### config.mk
export PLATFORM = sky130hd
export DESIGN_NAME = regfile_debug_arbiter
export DESIGN_NICKNAME = d
export VERILOG_FILES = /design/src/rtl/regfile_arb_pkg.sv /design/src/rtl/regfile_port_mux.sv /design/src/rtl/regfile_debug_arbiter.sv
export SDC_FILE = /design/constraint.sdc
export NUM_CORES = 1
export LEC_CHECK = 0
export ABC_AREA = 1
export CAP_MARGIN = 10
export CORE_ASPECT_RATIO = 0.75
export CORE_MARGIN = 4
export CORE_UTILIZATION = 40
export DETAILED_ROUTE_END_ITERATION = 10
export PLACE_DENSITY_LB_ADDON = 0.15
export SLEW_MARGIN = 20
export SYNTH_ARGS = -nofsm -noshare
export SYNTH_HDL_FRONTEND = slang
export SYNTH_SLANG_ARGS = --single-unit
export TNS_END_PERCENT = 50
### constraint.sdc
create_clock -name clock -period 5.1 [get_ports clock]
set_input_delay 1.53 -clock clock [delete_from_list [all_inputs] [get_ports clock]]
set_output_delay 1.53 -clock clock [all_outputs]
set_load 0.01 [all_outputs]
### src/rtl/regfile_arb_pkg.sv
// Shared types and constants for the regfile debug arbiter.
// State encoding is fixed so debug tooling can decode a captured state value.
package regfile_arb_pkg;

   typedef enum logic [1:0] {
      IDLE   = 2'd0,
      DRAIN  = 2'd1,
      ACCESS = 2'd2,
      DONE   = 2'd3
   } arb_state_t;

   localparam logic [4:0] REG_ZERO = 5'd0;
   localparam int         CNT_W    = 4;

endpackage

### src/rtl/regfile_port_mux.sv
// Combinational steering of the regfile ports between the processor and the
// captured debug request, including write-enable forcing.
module regfile_port_mux
   import regfile_arb_pkg::*;
(
   input  logic        allow_p_we,
   input  logic        debug_sel,
   input  logic        cap_we,
   input  logic [4:0]  cap_addr,
   input  logic [31:0] cap_wdata,
   input  logic        p_ctrl_writeEnable,
   input  logic [4:0]  p_ctrl_writeReg,
   input  logic [4:0]  p_ctrl_readRegA,
   input  logic [4:0]  p_ctrl_readRegB,
   input  logic [31:0] p_data_writeReg,
   output logic        r_ctrl_writeEnable,
   output logic [4:0]  r_ctrl_writeReg,
   output logic [4:0]  r_ctrl_readRegA,
   output logic [4:0]  r_ctrl_readRegB,
   output logic [31:0] r_data_writeReg
);

   always_comb begin
      r_ctrl_writeEnable = p_ctrl_writeEnable & allow_p_we;
      r_ctrl_writeReg    = p_ctrl_writeReg;
      r_ctrl_readRegA    = p_ctrl_readRegA;
      r_ctrl_readRegB    = p_ctrl_readRegB;
      r_data_writeReg    = p_data_writeReg;
      if (debug_sel) begin
         if (cap_we) begin
            // Register zero is hardwired; the access is still acknowledged upstream.
            r_ctrl_writeEnable = (cap_addr != REG_ZERO);
            r_ctrl_writeReg    = cap_addr;
            r_data_writeReg    = cap_wdata;
         end else begin
            r_ctrl_writeEnable = 1'b0;
            r_ctrl_readRegA    = cap_addr;
         end
      end
   end

endmodule

### src/rtl/regfile_debug_arbiter.sv
// Arbitrates the single regfile between the processor and a debug master:
// a debug request stalls the processor, drains, does one access, then acks.
//
//  state  | meaning
//  IDLE   | processor owns regfile, waiting for debug request
//  DRAIN  | processor stalled, writes blocked, counting down the drain interval
//  ACCESS | captured debug read or write drives the regfile for one cycle
//  DONE   | d_ack pulse, processor still stalled, writes blocked
module regfile_debug_arbiter
   import regfile_arb_pkg::*;
#(
   parameter int STALL_CYCLES = 2
)
(
   input  logic        clock,
   input  logic        reset,
   input  logic        p_ctrl_writeEnable,
   input  logic [4:0]  p_ctrl_writeReg,
   input  logic [4:0]  p_ctrl_readRegA,
   input  logic [4:0]  p_ctrl_readRegB,
   input  logic [31:0] p_data_writeReg,
   output logic        p_stall,
   input  logic        d_req,
   input  logic        d_we,
   input  logic [4:0]  d_addr,
   input  logic [31:0] d_wdata,
   output logic        d_ack,
   output logic [31:0] d_rdata,
   output logic        r_ctrl_writeEnable,
   output logic [4:0]  r_ctrl_writeReg,
   output logic [4:0]  r_ctrl_readRegA,
   output logic [4:0]  r_ctrl_readRegB,
   output logic [31:0] r_data_writeReg,
   input  logic [31:0] r_data_readRegA
);

   localparam logic [CNT_W-1:0] CNT_LOAD = CNT_W'(STALL_CYCLES - 1);

   arb_state_t        state;
   arb_state_t        state_next;
   logic [CNT_W-1:0]  cnt;
   logic              cap_we;
   logic [4:0]        cap_addr;
   logic [31:0]       cap_wdata;
   logic              accept;
   logic              allow_p_we;
   logic              debug_sel;

   // An in-flight processor write always wins over a new debug request.
   assign accept = (state == IDLE) && d_req && !p_ctrl_writeEnable;

   always_comb begin
      state_next = state;
      case (state)
         IDLE:    if (accept) state_next = DRAIN;
         DRAIN:   if (cnt == '0) state_next = ACCESS;
         ACCESS:  state_next = DONE;
         DONE:    state_next = IDLE;
         default: state_next = IDLE;
      endcase
   end

   always_ff @(posedge clock) begin
      if (reset) begin
         state     <= IDLE;
         cnt       <= '0;
         p_stall   <= 1'b0;
         d_ack     <= 1'b0;
         d_rdata   <= '0;
         cap_we    <= 1'b0;
         cap_addr  <= '0;
         cap_wdata <= '0;
      end else begin
         state   <= state_next;
         p_stall <= (state_next != IDLE);
         d_ack   <= (state_next == DONE);
         if (accept) begin
            cnt       <= CNT_LOAD;
            cap_we    <= d_we;
            cap_addr  <= d_addr;
            cap_wdata <= d_wdata;
         end else if (state == DRAIN && cnt != '0) begin
            cnt <= cnt - CNT_W'(1);
         end
         if (state == ACCESS && !cap_we) begin
            d_rdata <= r_data_readRegA;
         end
      end
   end

   // Gating with reset keeps the reset cycle free of regfile writes.
   assign allow_p_we = (state == IDLE) && !reset;
   assign debug_sel  = (state == ACCESS) && !reset;

   regfile_port_mux u_port_mux (
      .allow_p_we         (allow_p_we),
      .debug_sel          (debug_sel),
      .cap_we             (cap_we),
      .cap_addr           (cap_addr),
      .cap_wdata          (cap_wdata),
      .p_ctrl_writeEnable (p_ctrl_writeEnable),
      .p_ctrl_writeReg    (p_ctrl_writeReg),
      .p_ctrl_readRegA    (p_ctrl_readRegA),
      .p_ctrl_readRegB    (p_ctrl_readRegB),
      .p_data_writeReg    (p_data_writeReg),
      .r_ctrl_writeEnable (r_ctrl_writeEnable),
      .r_ctrl_writeReg    (r_ctrl_writeReg),
      .r_ctrl_readRegA    (r_ctrl_readRegA),
      .r_ctrl_readRegB    (r_ctrl_readRegB),
      .r_data_writeReg    (r_data_writeReg)
   );

endmodule

* Yosys cells after proc, flatten, opt, wreduce, memory -nomap -nowiden
Cells that the tools add are included.
Storage, ports and cells: register bits 78, bits of input ports 121, output and inout bits 82, logic and storage cells 44
Operators by class: add/sub/neg operators 1, eq/ne operators 4, mux-type cells 13, bitwise logic cells 1, reduce and logical (&&, ||, !) cells 16
Operators by type and width (count):
- $mux W32 | 2
- $mux W5 | 4
- $pmux W2 S4 | 1
- $eq A2 B2 Y1 const B | 3
- $logic_and A1 B1 Y1 | 6
- $reduce_bool A5 Y1 | 1
- $logic_not A4 Y1 | 1
- $mux W1 | 4
- $mux W2 | 2
- $reduce_bool A2 Y1 | 2
- $reduce_bool A4 Y1 | 1
- $sub A4 B1 Y4 const B | 1
- $logic_not A1 Y1 | 3
- $eq A2 B1 Y1 const B | 1
- $logic_not A2 Y1 | 1
- $reduce_or A2 Y1 | 1
- $and A1 B1 Y1 | 1

* Depth between registers and ports, before layout
Gate-level depths: netlist of the first run.
word-level depth 6, gate-level depth with buffers 8

* By module
From an unflattened synthesis of the first run, not the netlist that was laid out.
Unflattened totals: cells, all modules 513, area total of the unflattened synthesis 3664.8 um2
By module, submodules not included:
- regfile_debug_arbiter | instances 1, cells each 367, area an instance 3055.4 um2, sequential area each 1561.5 um2
- regfile_port_mux | instances 1, cells each 146, area an instance 609.3 um2, sequential area each 0.0 um2

* Worst setup path before layout of the first run
OpenSTA, ideal clock, no wires.
path type input-to-output, start input port reset, end output port r_data_writeReg[18], arrival 2.450 ns, required time 3.570 ns, slack 1.120 ns, cell stages on the path 8, buffers on the path 3, cell sequence buf_4 > inv_2 > nand2_2 > nor2_4 > buf_6 > buf_6 > nor2_1 > a21oi_1
On the way: word-level cells in the longest chain between the ends 3
Ends and longest elaborated chain:
- start, declared | RTL line regfile_debug_arbiter.sv:16 | input logic reset,
- $logic_not A1 Y1 | RTL line regfile_debug_arbiter.sv:93 | assign debug_sel = (state == ACCESS) && !reset;
- $logic_and A1 B1 Y1 | RTL line regfile_debug_arbiter.sv:93
- $mux W32 | RTL line regfile_port_mux.sv:29 | if (debug_sel) begin
- end, declared | RTL line regfile_debug_arbiter.sv:33 | output logic [31:0] r_data_writeReg,
No other way between the ends.

* Worst setup path after layout of the first run
start input port reset, end output port r_data_writeReg[25]
Same word-level chain as after synthesis.

==> results.cfg, run 1 <==
[hold_path]
hold_depth = 2
hold_end = cap_wdata[28]
hold_start = cap_wdata[28]
hold_path.class = flop to flop

[power]
power_frac_seq = 0.419
pwr-share-comb = 0.239
power_switching_w = 0.0004299
intPower_w = 0.001203
power_density_nw_per_um2 = 293.3
p_clk_frac = 0.342
max-vdd-ir-drop_v = 0.0001929
netSwitchingFraction = 0.2633
p_leak_nw = 2.079

[placed_design]
dp_hpwl_um = 7751
gp_congestion = 0.8014
io_buffers = 192

[global_route]
grt_pass1_vias = 3491
grt_overflow_total = 0
grt_usage = 0.2067
antenna_found_initial = 0
grt_pass1_wl_um = 16310
grt_start_max_net_pins = 76

[logic_synthesis]
synthesis.area_um2 = 3356
yosysSeqAreaShare = 0.4653
synth_top_family_by_area = compound AO/OA/AOI/OAI gates
synth-simple-area-share = 0.1846
synth_edf_count = 0
ys_ff_latch = 78
syn_avg_cell_area_um2 = 7.248
synth_top_area_frac = 0.4653
synth_compound_area_frac = 0.2319
yosys-top-cells-area = dfxtp_1 (47%), a21oi_1 (17%), nor2_1 (5.9%)
ys_warn_count = 0
synth_largest_area_cell = dfxtp_1
muxShareOfSynthArea = 0
yosys_most_used_dff = dfxtp_1
async_flop_share = 0
synth_xor_area_frac = 0.002610
syn_nets = 585
synthDistinctLibCells = 20
synth_fa_ha_area_frac = 0.003729
netlist_instances = 463

[detailed_routing]
drt-initial-drc-count = 163
vias = 3664
via_per_inst = 4.918
drc_errors = 0
wire_per_inst_um = 14.91
ant_nets = 0
finalWirelength_um = 11110
firstDrtPassIters = 4

[worst_setup_path]
rr_worst_depth = 5
crit_type = input pin to output pin
cp_max_fo = 19
worst_r2r_startpoint = state[0]
r2r-end = cap_wdata[23]
startpoint_type = input pin
ff2ff_setup_slack_ps = 3220
worstPathRequired_ps = 3570
worstSetupEndpointType = output pin
startpoint = reset
cp.arrival_ps = 3160

[cells_and_area]
drive_above_1_share = 0.04688
fin_nets = 758
multi_input_area_um2 = 1421
post-route-util = 0.6940
syn_to_final_growth_pct = 65.92
fill_cells = 681
antenna_cells = 0
seqCellArea_um2 = 1562

[clock_tree]
cts_tree = yes
cts_root_buffer = clkbuf_8
cts_buffer_depth = 2
htree_levels = 3
cts_sinks = 78
cts_buffers = 9
postCtsHoldBufs = 0
path_clk_slew_ps = 80
clk_latency_ps = 360

[floorplan]
core_area_um2 = 8023
row_count = 28
dieArea_um2 = 9934
ios = 203
start_util = 0.4183
die-width_um = 113.8
die_h_um = 87.32

[sta]
hold_slack_ps = 455.2
tns_ps = 0
fin_crit_sh = 0.9187
slew_viol_final = 0
min_period_ps = 4685
relSlewSlack = 0.4971
skew_ps = 10.48
worstMarginPinSlew_ps = 752.5
max_freq_mhz = 213.4
finalSetupViolations = 0
rsz0062_at_grt = false
finalHoldViolCount = 0

[outcome]
status = finished, final reports clean

[flow_run]
maxCapViolCount = 0
layer usage:
metal  vias up  track usage  routed length [um]
met1      1666       0.2288                4523
met4         0      0.06659                 178
li1       1860            -                   -
met2       119       0.3549                5535
met5         -            0                   0
met3        19      0.09514                 870
what timing repair did:
action,in CTS,in global routing
setup buffers,0,1
endpoints found under the setup margin,0,13
gates resized for setup,0,1
worst max path at each step:
stage                     endpoint  slack (ps)
2_1_floorplan  r_data_writeReg[18]        1120
3_3_place_gp    r_ctrl_writeReg[3]         160
3_5_place_dp   r_data_writeReg[17]          80
4_1_cts        r_data_writeReg[17]          60
5_1_grt         r_ctrl_writeReg[2]         350
6_report       r_data_writeReg[25]         410
power groups by stage:
stage / sequential [W] / clock, W / combinational (W)
floorplan: 0.000705 / 0 / 0.000177
global placement: 0.000697 / 0 / 0.000379
global route: 0.000691 / 0.000596 / 0.000427
CTS: 0.000684 / 0.000566 / 0.000391
finish: 0.000684 / 0.000559 / 0.000391
detailed placement: 0.000698 / 0 / 0.000389
cell usage in the layout (no fill, tap or decap), drive strengths merged:
cell           instances
a21oi                115
buf                    6
o21ai                 39
bufinv                 3
inv                   46
a21boi                 1
dfxtp                 78
nand3                 39
clkdlybuf4s50        191
dlymetal6s2s           1
clkbuf                13
nand4                  2
nand2                 47
xor2                   1
clkinv                 1
ha                     1
nor2                  56
cell families (layout without fill, tap and decap cells):
family                   count (synthesis)  in the layout
AO/OA/AOI/OAI                          155            155
AND/OR/NAND/NOR                        144            144
buffers and inverters                   84            261
flip-flops                              78             78
adder cells (fa/ha/maj)                  1              1
XOR/XNOR                                 1              1
synth_stat cells, types with 2 or more instances:
master,n
a21oi_1,115
dfxtp_1,78
nor2_1,53
nand2_1,46
inv_1,43
nand3_1,39
o21ai_0,38
clkbuf_1,16
buf_2,12
buf_4,6
buf_6,3
inv_2,3
nor2_4,3
nand4_1,2
layout make-up:
| cell class | count | area share |
|---|---|---|
| clock buffer | 11 | 0.02539 |
| multi-input combinational | 301 | 0.2553 |
| sequential | 78 | 0.2804 |
| clock inverter | 4 | 0.01708 |
| inverter | 46 | 0.03101 |
| tap | 105 | 0.02360 |
| timing repair buffer | 200 | 0.3672 |
sequential cells by signal, summed over array words and instances (netlist names):
register	flops
state	2
cap_we	1
cap_wdata	32
p_stall	1
d_rdata	32
d_ack	1
cnt	4
cap_addr	5
per-stage QoR:
step                cell area, um2  instances  power [W]  setup WS [ps]
floorplan                     3356        463  0.0008824           1120
global placement              5259        727   0.001075          164.9
detailed placement            5259        727   0.001087          78.55
CTS                           5495        742   0.001641          59.24
global route                  5568        745   0.001713          346.0
finish                        5568        745   0.001633          414.7
worst max-delay path, stage by stage:
cell and delay [ps]:
dlymetal6s2s_1 180, inv_2 80, nand2_2 100, nor2_4 280
clkbuf_16 240, nor2_1 50, a21oi_1 130, clkdlybuf4s50_1 560
Power figures use the tool's default switching activity.
==> inputs of run 2 (changes only) <==
CELL_PAD_IN_SITES_DETAIL_PLACEMENT = 2   (was not set)
CELL_PAD_IN_SITES_GLOBAL_PLACEMENT = 2   (was not set)
CORE_UTILIZATION = 20   (was 40)
==> run 2 against run 1 <==
Critical path depth did not move. Cell area up 4.9%. Wire length grew 32%. Critical path type unchanged.
==> results.cfg, run 2 (synthesis results as in run 1) <==
[detailed_routing]
via_per_inst = 4.457
ant_nets = 0
vias = 3802
drc_errors = 0
firstDrtPassIters = 4
finalWirelength_um = 14660
drt-initial-drc-count = 111
wire_per_inst_um = 17.19

[power]
p_leak_nw = 2.140
power_density_nw_per_um2 = 325.1
max-vdd-ir-drop_v = 0.0001382

[global_route]
grt_pass1_vias = 4177
antenna_found_initial = 0
grt_overflow_total = 0
grt_pass1_wl_um = 22110
grt_start_max_net_pins = 76
grt_usage = 0.1472

[worst_setup_path]
cp_slowest_cell = clkdlybuf4s50_1
crit_type = input pin to output pin
crit_top_cell = clkdlybuf4s50_1
startpoint_type = input pin
worstPathRequired_ps = 3570
cp.arrival_ps = 3400
slowest_delay_ps = 570
worstSetupEndpointType = output pin
cp_max_fo = 19
crit_chain = clkdlybuf4s50_1, inv_2, nand2_2, nor2_4, clkbuf_16, nor2_1, a21oi_1, clkdlybuf4s50_1

[floorplan]
row_count = 40
ios = 203
die-width_um = 157.6
start_util = 0.2069
die_h_um = 120.2
core_area_um2 = 16220
dieArea_um2 = 18940

[sta]
skew_ps = 7.136
relSlewSlack = 0.5297
tns_ps = 0
worstMarginPinSlew_ps = 704.5
rsz0062_at_grt = false
fin_crit_sh = 0.9667
max_freq_mhz = 202.8
hold_slack_ps = 456.5
min_period_ps = 4930
slew_viol_final = 0
finalHoldViolCount = 0
finalSetupViolations = 0

[clock_tree]
path_clk_slew_ps = 60
cts_setup_buffers = 0
cts_root_buffer = clkbuf_16
ctsResizeCount = 0
cts_buffer_depth = 2
htree_levels = 3
cts_tree = yes
cts_buffers = 9
clk_latency_ps = 340
postCtsHoldBufs = 0
cts_sinks = 78

[placed_design]
io_buffers = 192
gp_congestion = 0.7263
dp_hpwl_um = 10150

[cells_and_area]
antenna_cells = 0
drive_above_1_share = 0.05288
syn_to_final_growth_pct = 74.01
fin_nets = 760
largestRegisters = cap_wdata x32, d_rdata x32, cap_addr x5
final_common_cell = clkdlybuf4s50_1
layout_common_cells = clkdlybuf4s50_1 (192), a21oi_1 (115), dfxtp_1 (78)

[flow_run]
maxCapViolCount = 0

[outcome]
status = finished, final reports clean

[hold_path]
hold_path.class = flop to flop
==> run 2: changes by cell type in the layout (fill, tap and decap cells not counted), moves of 3 or more <==
| cell | before | now |
|---|---|---|
| buf_4 | 4 | 7 |
| clkbuf_16 | 2 | 11 |
| clkbuf_8 | 10 | 0 |
| clkinv_4 | 0 | 3 |
==> run 2: cell type report <==
type | instances | area (um2)
Clock inverter | 7 | 146.4
Tap cell | 210 | 262.8
Sequential cell | 78 | 1562
Multi-Input combinational cell | 301 | 1426
Clock buffer | 9 | 225.2
Timing Repair Buffer | 202 | 2044
Inverter | 46 | 172.7
Fill cell | 1854 | 10380
==> run 2: worst paths after layout <==
path              cells after the start          start  slack (ps)             endpoint
hold reg to reg                       2  cap_wdata[11]         460        cap_wdata[11]
setup / recovery                      8          reset         170  r_data_writeReg[30]
setup reg to reg                      5       state[0]        3360         cap_wdata[7]
hold / removal                        2  cap_wdata[11]         460        cap_wdata[11]
==> run 2: power breakdown <==
group	total (W)	switching, W	internal (W)
Clock	0.000802	0.000271	0.000531
Combinational	0.000410	0.000203	0.000207
Sequential	0.000686	0.0000223	0.000664
==> run 2: per-stage QoR <==
| stage | total power (W) | std cells | utilization | setup WS (ps) | instance area (um2) |
|---|---|---|---|---|---|
| 5_1_grt | 0.002004 | 853 | 0.3601 | 18.10 | 5839 |
| 3_3_place_gp | 0.001096 | 835 | 0.3338 | 177.6 | 5413 |
| 6_report | 0.001898 | 853 | 0.3601 | 169.8 | 5839 |
| 4_1_cts | 0.001935 | 851 | 0.3567 | 100.9 | 5784 |
| 3_5_place_dp | 0.001112 | 835 | 0.3338 | 112.9 | 5413 |
| 2_1_floorplan | 0.0008824 | 463 | - | 1120 | 3356 |
==> run 2: worst max-delay path: cells and delay by family <==
| kind | cells | cell delay (ps) |
|---|---|---|
| AOI/OAI and AO/OA | 1 | 120 |
| buffers and inverters | 4 | 1360 |
| and+or+nand+nor | 3 | 390 |
==> run 2: layer usage <==
layer  wire length (um)  vias up  GRT usage
met1               6213     1839     0.1672
met4                 93        0    0.03546
met3                679        5    0.04222
li1                   -     1869          -
met2               7676       89     0.2708
met5                  0        -          0
==> RTL change (config.mk and constraints of run 2) <==
Change the package constant `CNT_W` from 4 to 6.
--- a/src/rtl/regfile_arb_pkg.sv
+++ b/src/rtl/regfile_arb_pkg.sv
@@ -11,5 +11,5 @@
 
    localparam logic [4:0] REG_ZERO = 5'd0;
-   localparam int         CNT_W    = 4;
+   localparam int         CNT_W    = 6;
 
 endpackage
Formal check against the unedited RTL: same outputs for any inputs over 4 cycles, from zero or initial values and one cycle with reset high; that may be too few to reach the edited logic, so the function may still have changed.
==> RTL change against run 2 <==
Largest cell class unchanged; sequential cell count increased by 2; design area increased by 3.9%; largest power group unchanged; power increased by 8.6%; wire length increased by 5.3%; setup slack got worse by 0.0039 ns; cell count increased by 9.6%; synthesized area increased by 7.6%; worst hold slack improved by 0.0070 ns.
==> RTL change: results (changes against run 2) <==
Pwr
  • Peak supply drop: 161 uV (+16%)
  • Standby leakage power: 2.38 nW (+11%)

Route
  • Iter 0 DRT Violations: 113 (+1.8%)
  • DR WL/cell: 16.5 um (-3.9%)
  • Vias per inst: 4.27 (-4.2%)

CTS
  • Clock buffer depth: 2 (unchanged)
  • CTS buffer count: 9 (unchanged)
  • Root Driver: clkbuf_16
  • H-tree depth: 3 (unchanged)
  • Reg clk slew, reported paths: 0.06 ns (about the same)

Yosys
  • Synth top cells by count: 148 x nand2_1, 81 x nor2_1, 80 x dfxtp_1, 46 x a21oi_1, 41 x nand3_1
  • Leading post-synthesis cells by cell area: dfxtp_1 44%, nand2_1 15%, nor2_1 8.4%
  • Distinct cells, synth: 29 (+45%)
  • Mapped Nets: 638 (+9.1%)
  • Post-synthesis sequential area ratio: 0.444 (-0.0217)

STA
  • Fin Clk Skew: 0.00736 ns (+0.000222 ns)
  • Max-slew headroom: 0.484 (-0.0453)

Finish
  • Nets: 810 (+6.6%)
  • Top Registers: cap_wdata x32, d_rdata x32, cnt x6
  • Layout cell share with drive strength beyond 1: 0.0607 (+0.00782)

Placed design
  • Place WS: 0.0795 ns (-0.0334 ns)
  • # port buffers: 192 (unchanged)
  • RePlAce Congestion: 0.754 (+3.8%)
  • HPWL Detailed: 11.7 mm (+15%)

Worst setup path
  • Crit-path max cell delay: 0.55 ns (-0.02 ns)
  • CP Max Fanout: 28 (+9)
  • WP data arrival: 3.40 ns (about the same)
  • Critical path's top delay family: buffers and inverters

Outcome
  • Outcome: completed

Global routing
  • Largest net degree at the start of global routing: 41 (-46%)
  • First-pass GRT wire length: 24.4 mm (+10%)
  • Vias in the first global route: 4417 (+5.7%)
  • All-Layer GR Usage: 0.152 (+0.00501)

Min path
  • Tightest Hold Check Type: reg2reg
RTL change: path summary, 6_finish.rpt:
| check | startpoint | endpoint | slack, ns | cells after the start |
|---|---|---|---|---|
| hold reg to reg | d_rdata[15]$_SDFFE_PP0P_ | d_rdata[15]$_SDFFE_PP0P_ | 0.46 | 2 |
| setup / recovery | reset | r_data_writeReg[30] | 0.17 | 8 |
| setup reg to reg | state[0]$_SDFF_PP0_ | cnt[2]$_SDFFE_PP0P_ | 3.17 | 6 |
| hold / removal | d_rdata[15]$_SDFFE_PP0P_ | d_rdata[15]$_SDFFE_PP0P_ | 0.46 | 2 |
RTL change: area by class of cell:
class	instances	area (um2)
Antenna cell	1	2.50
Clock buffer	9	225
Clock inverter	7	168
Fill cell	2081	11600
Inverter	19	76.3
Multi-Input combinational cell	377	1700
Sequential cell	80	1600
Tap cell	242	303
Timing Repair Buffer	200	2000
RTL change: metal layers:
metal  share of wire  GRT usage  vias to the layer above
met5               0          0                        -
met4           0.019     0.0493                        0
met3           0.054     0.0460                       18
met2            0.48      0.260                      105
met1            0.45      0.183                     1878
li1                -          -                     1990
RTL change: worst reg2reg max path, cell delays in order (launching register included):
cell and delay (ns):
dfxtp_1 0.38, nor2_2 0.16, nand3b_2 0.49, inv_4 0.55, nor2_4 0.09, inv_1 0.10, a21oi_1 0.05
RTL change: stage by stage:
step / power [W] / area (um2) / hold WS, ns / instances
after floorplan: 0.000988 / 3610 / 0.455 / 515
after global placement: 0.00122 / 5670 / 0.447 / 918
after detailed placement: 0.00124 / 5670 / 0.454 / 918
after CTS: 0.00211 / 6060 / 0.465 / 934
after global routing: 0.00218 / 6070 / 0.480 / 934
final: 0.00206 / 6070 / 0.463 / 935
RTL change: kinds of logic (layout without fill, tap and decap cells):
group / Yosys count / count (layout) / share of synthesized area
other: 0 / 1 / 0
buffers and inverters: 58 / 235 / 0.0866
AND/OR/NAND/NOR: 284 / 284 / 0.330
adder cells (fa/ha/maj): 2 / 2 / 0.00693
AO/OA/AOI/OAI: 90 / 90 / 0.130
XOR/XNOR: 1 / 1 / 0.00243
flip-flops: 80 / 80 / 0.444
RTL change: report_power, final:
| part | total (W) | switching, W | internal, W |
|---|---|---|---|
| combinational | 0.000486 | 0.000252 | 0.000233 |
| clock | 0.000847 | 0.000268 | 0.000579 |
| sequential | 0.000729 | 0.0000376 | 0.000692 |
| total | 0.00206 | 0.000558 | 0.00150 |
